**src/rtl/condition_unit_cl.sv**
```systemverilog
// Condition-logic stage: holds the NZCV flag register, evaluates the
// instruction condition field against it, qualifies the PCS/RegW/MemW
// strobes and registers them one cycle toward writeback. A saturating
// counter tracks instructions squashed by a failed condition.
module condition_unit_cl #(
  parameter int CNT_W = 16
) (
  input  logic             clk,
  input  logic             reset,
  input  logic             valid_i,
  input  logic             stall_i,
  input  logic [3:0]       cond_i,
  input  logic [3:0]       alu_flags_i,
  input  logic [1:0]       flagw_i,
  input  logic             pcs_i,
  input  logic             regw_i,
  input  logic             memw_i,
  input  logic             nowrite_i,
  input  logic             clr_cnt_i,
  output logic             valid_o,
  output logic             cond_ex_o,
  output logic             pcsrc_o,
  output logic             regwrite_o,
  output logic             memwrite_o,
  output logic [3:0]       flags_o,
  output logic [CNT_W-1:0] squash_cnt_o
);

  localparam logic [CNT_W-1:0] CNT_MAX = '1;

  // Architectural flags and registered strobes.
  logic [3:0]       flags_q,    flags_d;
  logic             valid_q,    valid_d;
  logic             cond_ex_q,  cond_ex_d;
  logic             pcsrc_q,    pcsrc_d;
  logic             regwrite_q, regwrite_d;
  logic             memwrite_q, memwrite_d;
  logic [CNT_W-1:0] cnt_q,      cnt_d;

  // Combinational condition result; always taken from the held flags so an
  // instruction never sees its own ALU result.
  logic cond_ex;
  logic flag_n, flag_z, flag_c, flag_v;
  logic exec;

  assign flag_n = flags_q[3];
  assign flag_z = flags_q[2];
  assign flag_c = flags_q[1];
  assign flag_v = flags_q[0];

  // Decode the 4-bit condition field against the current flag register.
  always_comb begin
    cond_ex = 1'b0;
    unique case (cond_i)
      4'b0000: cond_ex = flag_z;                              // EQ
      4'b0001: cond_ex = ~flag_z;                             // NE
      4'b0010: cond_ex = flag_c;                              // CS
      4'b0011: cond_ex = ~flag_c;                             // CC
      4'b0100: cond_ex = flag_n;                              // MI
      4'b0101: cond_ex = ~flag_n;                             // PL
      4'b0110: cond_ex = flag_v;                              // VS
      4'b0111: cond_ex = ~flag_v;                             // VC
      4'b1000: cond_ex = flag_c & ~flag_z;                    // HI
      4'b1001: cond_ex = ~flag_c | flag_z;                    // LS
      4'b1010: cond_ex = (flag_n == flag_v);                  // GE
      4'b1011: cond_ex = (flag_n != flag_v);                  // LT
      4'b1100: cond_ex = ~flag_z & (flag_n == flag_v);        // GT
      4'b1101: cond_ex = flag_z | (flag_n != flag_v);         // LE
      4'b1110: cond_ex = 1'b1;                                // AL
      default: cond_ex = 1'b0;                                // NV
    endcase
  end

  assign exec = valid_i & cond_ex;

  // Next-state for flags, strobes and squash counter; stall holds everything.
  always_comb begin
    flags_d    = flags_q;
    valid_d    = valid_q;
    cond_ex_d  = cond_ex_q;
    pcsrc_d    = pcsrc_q;
    regwrite_d = regwrite_q;
    memwrite_d = memwrite_q;
    cnt_d      = cnt_q;
    if (!stall_i) begin
      valid_d    = valid_i;
      cond_ex_d  = exec;
      pcsrc_d    = exec & pcs_i;
      regwrite_d = exec & regw_i & ~nowrite_i;
      memwrite_d = exec & memw_i;
      // N,Z and C,V have independent write enables; squashed ops write nothing.
      if (exec && flagw_i[1]) flags_d[3:2] = alu_flags_i[3:2];
      if (exec && flagw_i[0]) flags_d[1:0] = alu_flags_i[1:0];
      // Clear wins over a simultaneous squash; increment saturates.
      if (clr_cnt_i) begin
        cnt_d = '0;
      end else if (valid_i && !cond_ex && (cnt_q != CNT_MAX)) begin
        cnt_d = cnt_q + 1'b1;
      end
    end
  end

  // State registers with asynchronous clear.
  always_ff @(posedge clk or posedge reset) begin
    if (reset) begin
      flags_q    <= '0;
      valid_q    <= 1'b0;
      cond_ex_q  <= 1'b0;
      pcsrc_q    <= 1'b0;
      regwrite_q <= 1'b0;
      memwrite_q <= 1'b0;
      cnt_q      <= '0;
    end else begin
      flags_q    <= flags_d;
      valid_q    <= valid_d;
      cond_ex_q  <= cond_ex_d;
      pcsrc_q    <= pcsrc_d;
      regwrite_q <= regwrite_d;
      memwrite_q <= memwrite_d;
      cnt_q      <= cnt_d;
    end
  end

  assign flags_o      = flags_q;
  assign valid_o      = valid_q;
  assign cond_ex_o    = cond_ex_q;
  assign pcsrc_o      = pcsrc_q;
  assign regwrite_o   = regwrite_q;
  assign memwrite_o   = memwrite_q;
  assign squash_cnt_o = cnt_q;

endmodule
```
**config.mk**
```make
export PLATFORM = sky130hd
export DESIGN_NAME = condition_unit_cl
export DESIGN_NICKNAME = d
export VERILOG_FILES = /design/src/rtl/condition_unit_cl.sv
export SDC_FILE = /design/constraint.sdc
export NUM_CORES = 1
export LEC_CHECK = 0
export ABC_AREA = 1
export BUFFER_PORTS_ARGS = -buffer_cell sky130_fd_sc_hd__buf_2
export CAP_MARGIN = 20
export CORE_ASPECT_RATIO = 1.75
export CORE_MARGIN = 2
export CORE_UTILIZATION = 56
export DETAILED_ROUTE_END_ITERATION = 12
export PLACE_DENSITY = 0.84
export SLEW_MARGIN = 20
export SYNTH_ARGS = -nofsm -noshare
export SYNTH_HDL_FRONTEND = slang
export SYNTH_SLANG_ARGS = --single-unit
```
**constraint.sdc**
```tcl
create_clock -name clk -period 2.7 [get_ports clk]
set_clock_uncertainty 0.05 [all_clocks]
set_input_delay 0.405 -clock clk [delete_from_list [all_inputs] [get_ports clk]]
set_output_delay 0.405 -clock clk [all_outputs]
set_load 0.05 [all_outputs]
```
==> load_flow_metrics.sql <==
INSERT INTO impl_metrics (metric_group, metric, value, unit) VALUES
('worst_setup_path', 'worstPathCellList', 'ha_1, nand2_1, nor2_2, nand3_2, nor2_1, nor2_1, nand3_2, nand2_4, nand2_4, nand2_1, nand2_1', ''),
('cells_and_area', 'drive_above_1_share', '19.2', '%'),
('cts', 'clock_tree_from_tritoncts', 'done', ''),
('worst_setup_path', 'path_class', 'flop to flop', ''),
('cells_and_area', 'final_cell_area', '0.00191', 'mm²'),
('worst_setup_path', 'crit_required', '2.81', 'ns'),
('worst_hold_path', 'timing.hold.worst.class', 'input port to async pin', ''),
('grt', 'grt_antenna_before_repair', '0', ''),
('floorplan', 'die_span_x', '45.0', 'µm'),
('timing', 'achievable-frequency', '526', 'MHz'),
('worst_setup_path', 'cpMostUsedCell', 'nand2_1', ''),
('worst_setup_path', 'worst_path_max_delay_cell', 'dfrtp_1', ''),
('pwr', 'power_density', '640', 'mW/mm²'),
('cells_and_area', 'seqCellArea', '626', 'µm²'),
('worst_setup_path', 'cpPeakStageDelay', '0.45', 'ns'),
('cells_and_area', 'multi_input_comb_area', '882', 'µm²'),
('run_status', 'run_status', 'finished, final reports clean', ''),
('worst_setup_path', 'critPathArrivalTime', '2.02', 'ns'),
('logic_synthesis', 'synth.avg_cell_area', '6.59', 'µm²'),
('pwr', 'vdd_drop_max', '0.000559', 'V'),
('timing', 'period_share', '70.5', '%'),
('placed_design', 'globalplace.congestion', '0.881', ''),
('placed_design', 'dp_hpwl', '2900', 'µm'),
('logic_synthesis', 'synth_flop_cell', 'dfrtp_1', ''),
('drt', 'num_vias', '1661', ''),
('cts', 'cts-root-to-sink-buffers', '2', ''),
('worst_setup_path', 'ff2ff_path_depth', '11', ''),
('drt', 'drt_pass1_iterations', '4', ''),
('floorplan', 'top_level_ports', '44', ''),
('floorplan', 'number_of_core_rows', '26', ''),
('placed_design', 'placed_area', '0.00187', 'mm²'),
('grt', 'overflow', '0', ''),
('timing', 'finalSetupTns', '0', 'ns'),
('drt', 'wl_per_cell', '11.8', 'µm'),
('worst_setup_path', 'r2r_end', 'squash_cnt_o[2]', ''),
('cts', 'clock-root-buffer', 'clkbuf_8', ''),
('logic_synthesis', 'synth.area.mux_share', '0', '%'),
('cells_and_area', 'fill_cells', '263', ''),
('logic_synthesis', 'synthDistinctLibCells', '23', ''),
('floorplan', 'coreArea', '0.00286', 'mm²'),
('timing', 'hold_viol', '0', ''),
('timing', 'rsz_0062_raised_after_global_routing', 'no', ''),
('cells_and_area', 'layout_common_cells', 'nand2_1 (89), buf_2 (43), nor2_1 (32), nand3_1 (28), inv_1 (26)', ''),
('cells_and_area', 'syn2layout_area_growth', '16.2', '%'),
('pwr', 'total_leakage_power', '1.08', 'nW'),
('cts', 'clk-insertion-delay-late', '0.27', 'ns'),
('job', 'max_cap_viol_count', '0', ''),
('cts', 'cts_setup_buffers', '0', ''),
('logic_synthesis', 'yosys.area_share.simple', '43.3', '%'),
('grt', 'global_route_wire_length_before_repair', '6170', 'µm'),
('logic_synthesis', 'syn_nets', '270', ''),
('drt', 'first_iter_violations', '47', ''),
('logic_synthesis', 'synth_area', '0.00165', 'mm²'),
('cts', 'cts_hold_buffers', '0', ''),
('drt', 'per_cell_via_count_in_the_routed_design', '5.19', ''),
('logic_synthesis', 'postSynth.asyncResetShare', '100', '%'),
('drt', 'totalWireLength', '3770', 'µm'),
('timing', 'slew_violations', '0', ''),
('timing', 'tightest_slew', '0.876', 'ns'),
('worst_setup_path', 'start_kind', 'flop', ''),
('logic_synthesis', 'synth_xor_area_share', '2.66', '%'),
('logic_synthesis', 'synth_compound_area_share', '6.84', '%'),
('floorplan', 'initial_utilization', '57.5', '%'),
('cts', 'post_cts.resized_instances', '0', ''),
('timing', 'setup-violations-final', '0', ''),
('logic_synthesis', 'ys_seq_elements', '25', ''),
('grt', 'grt_max_degree', '26', ''),
('floorplan', 'die_height', '75.7', 'µm'),
('worst_setup_path', 'critical_path_peak_fanout', '17', ''),
('worst_setup_path', 'rrSetupSlack', '0.80', 'ns'),
('cts', 'cts_inserted_buffers', '3', '');
==> Yosys cell counts, drive strengths merged (2+ instances only) <==
| cell | count | area share [%] |
|---|---|---|
| nand2 | 91 | 22 |
| nor2 | 34 | 8.1 |
| nand3 | 30 | 9.7 |
| inv | 28 | 6.4 |
| dfrtp | 25 | 38 |
| o21ai | 9 | 3.0 |
| nor3 | 8 | 3.1 |
| a21oi | 7 | 2.1 |
| xor2 | 5 | 2.7 |
| clkbuf | 3 | 0.68 |
| o21a | 3 | 1.4 |
| buf | 2 | 1.1 |
| nand4 | 2 | 0.76 |
==> worst max-delay path, delay by kind of cell (launching register included) <==
family / cells / cell delay (ns)
and+or+nand+nor: 10 / 1.06
DFF: 1 / 0.45
adders and majority gates: 1 / 0.23
==> how the worst max path moves through the flow <==
| stage | start | endpoint | slack [ns] | cells after the start |
|---|---|---|---|---|
| finish | squash_cnt_o[0] | squash_cnt_o[2] | 0.80 | 11 |
| global route | squash_cnt_o[0] | squash_cnt_o[0] | 0.57 | 11 |
| CTS | squash_cnt_o[0] | squash_cnt_o[2] | 0.78 | 11 |
| detailed placement | squash_cnt_o[0] | squash_cnt_o[2] | 0.80 | 11 |
| global placement | squash_cnt_o[0] | squash_cnt_o[1] | 0.82 | 11 |
| floorplan | squash_cnt_o[0] | squash_cnt_o[14] | 0.68 | 10 |
==> per-layer routing <==
| layer | global-route usage, % | up-vias | wire length (µm) |
|---|---|---|---|
| li1 | - | 866 | - |
| met1 | 25.0 | 751 | 1460 |
| met2 | 46.5 | 37 | 2100 |
| met3 | 2.13 | 7 | 121 |
| met4 | 11.4 | 0 | 82 |
| met5 | 0 | - | 0 |
==> power breakdown <==
group | internal [mW] | total (mW) | switching (mW) | leakage [nW]
logic | 0.125 | 0.513 | 0.388 | 0.717
clock network | 0.104 | 0.224 | 0.121 | 0.0255
registers | 0.428 | 0.488 | 0.0598 | 0.337
total | 0.657 | 1.23 | 0.569 | 1.08
==> layout make-up <==
| cell class | instances | share of cell area, % |
|---|---|---|
| Tap cell | 28 | 1.83 |
| Sequential cell | 25 | 32.7 |
| Timing Repair Buffer | 43 | 11.2 |
| Multi-Input combinational cell | 191 | 46.1 |
| Inverter | 29 | 5.69 |
| Clock buffer | 3 | 2.16 |
| Clock inverter | 1 | 0.262 |
==> flip-flops by register name, summed over array words and instances (netlist names) <==
name / flops
cond_ex_o: 1
flags_o: 4
memwrite_o: 1
pcsrc_o: 1
regwrite_o: 1
squash_cnt_o: 16
valid_o: 1
==> through the flow <==
stage,std cells,setup slack [ns],total power [mW]
2_1_floorplan,250,0.677,0.891
3_3_place_gp,316,0.818,1.00
3_5_place_dp,316,0.795,1.01
4_1_cts,320,0.779,1.23
5_1_grt,320,0.565,1.29
6_report,320,0.797,1.23
==> logic make-up (layout without fill, tap and decap cells) <==
family | count (synthesis) | in the layout
adders and majority gates | 1 | 1
and+or+nand+nor | 165 | 165
DFF | 25 | 25
xor gates and xnor gates | 5 | 5
buffers and inverters | 34 | 76
AOI/OAI and AO/OA | 20 | 20
Power figures use the tool's default switching activity.
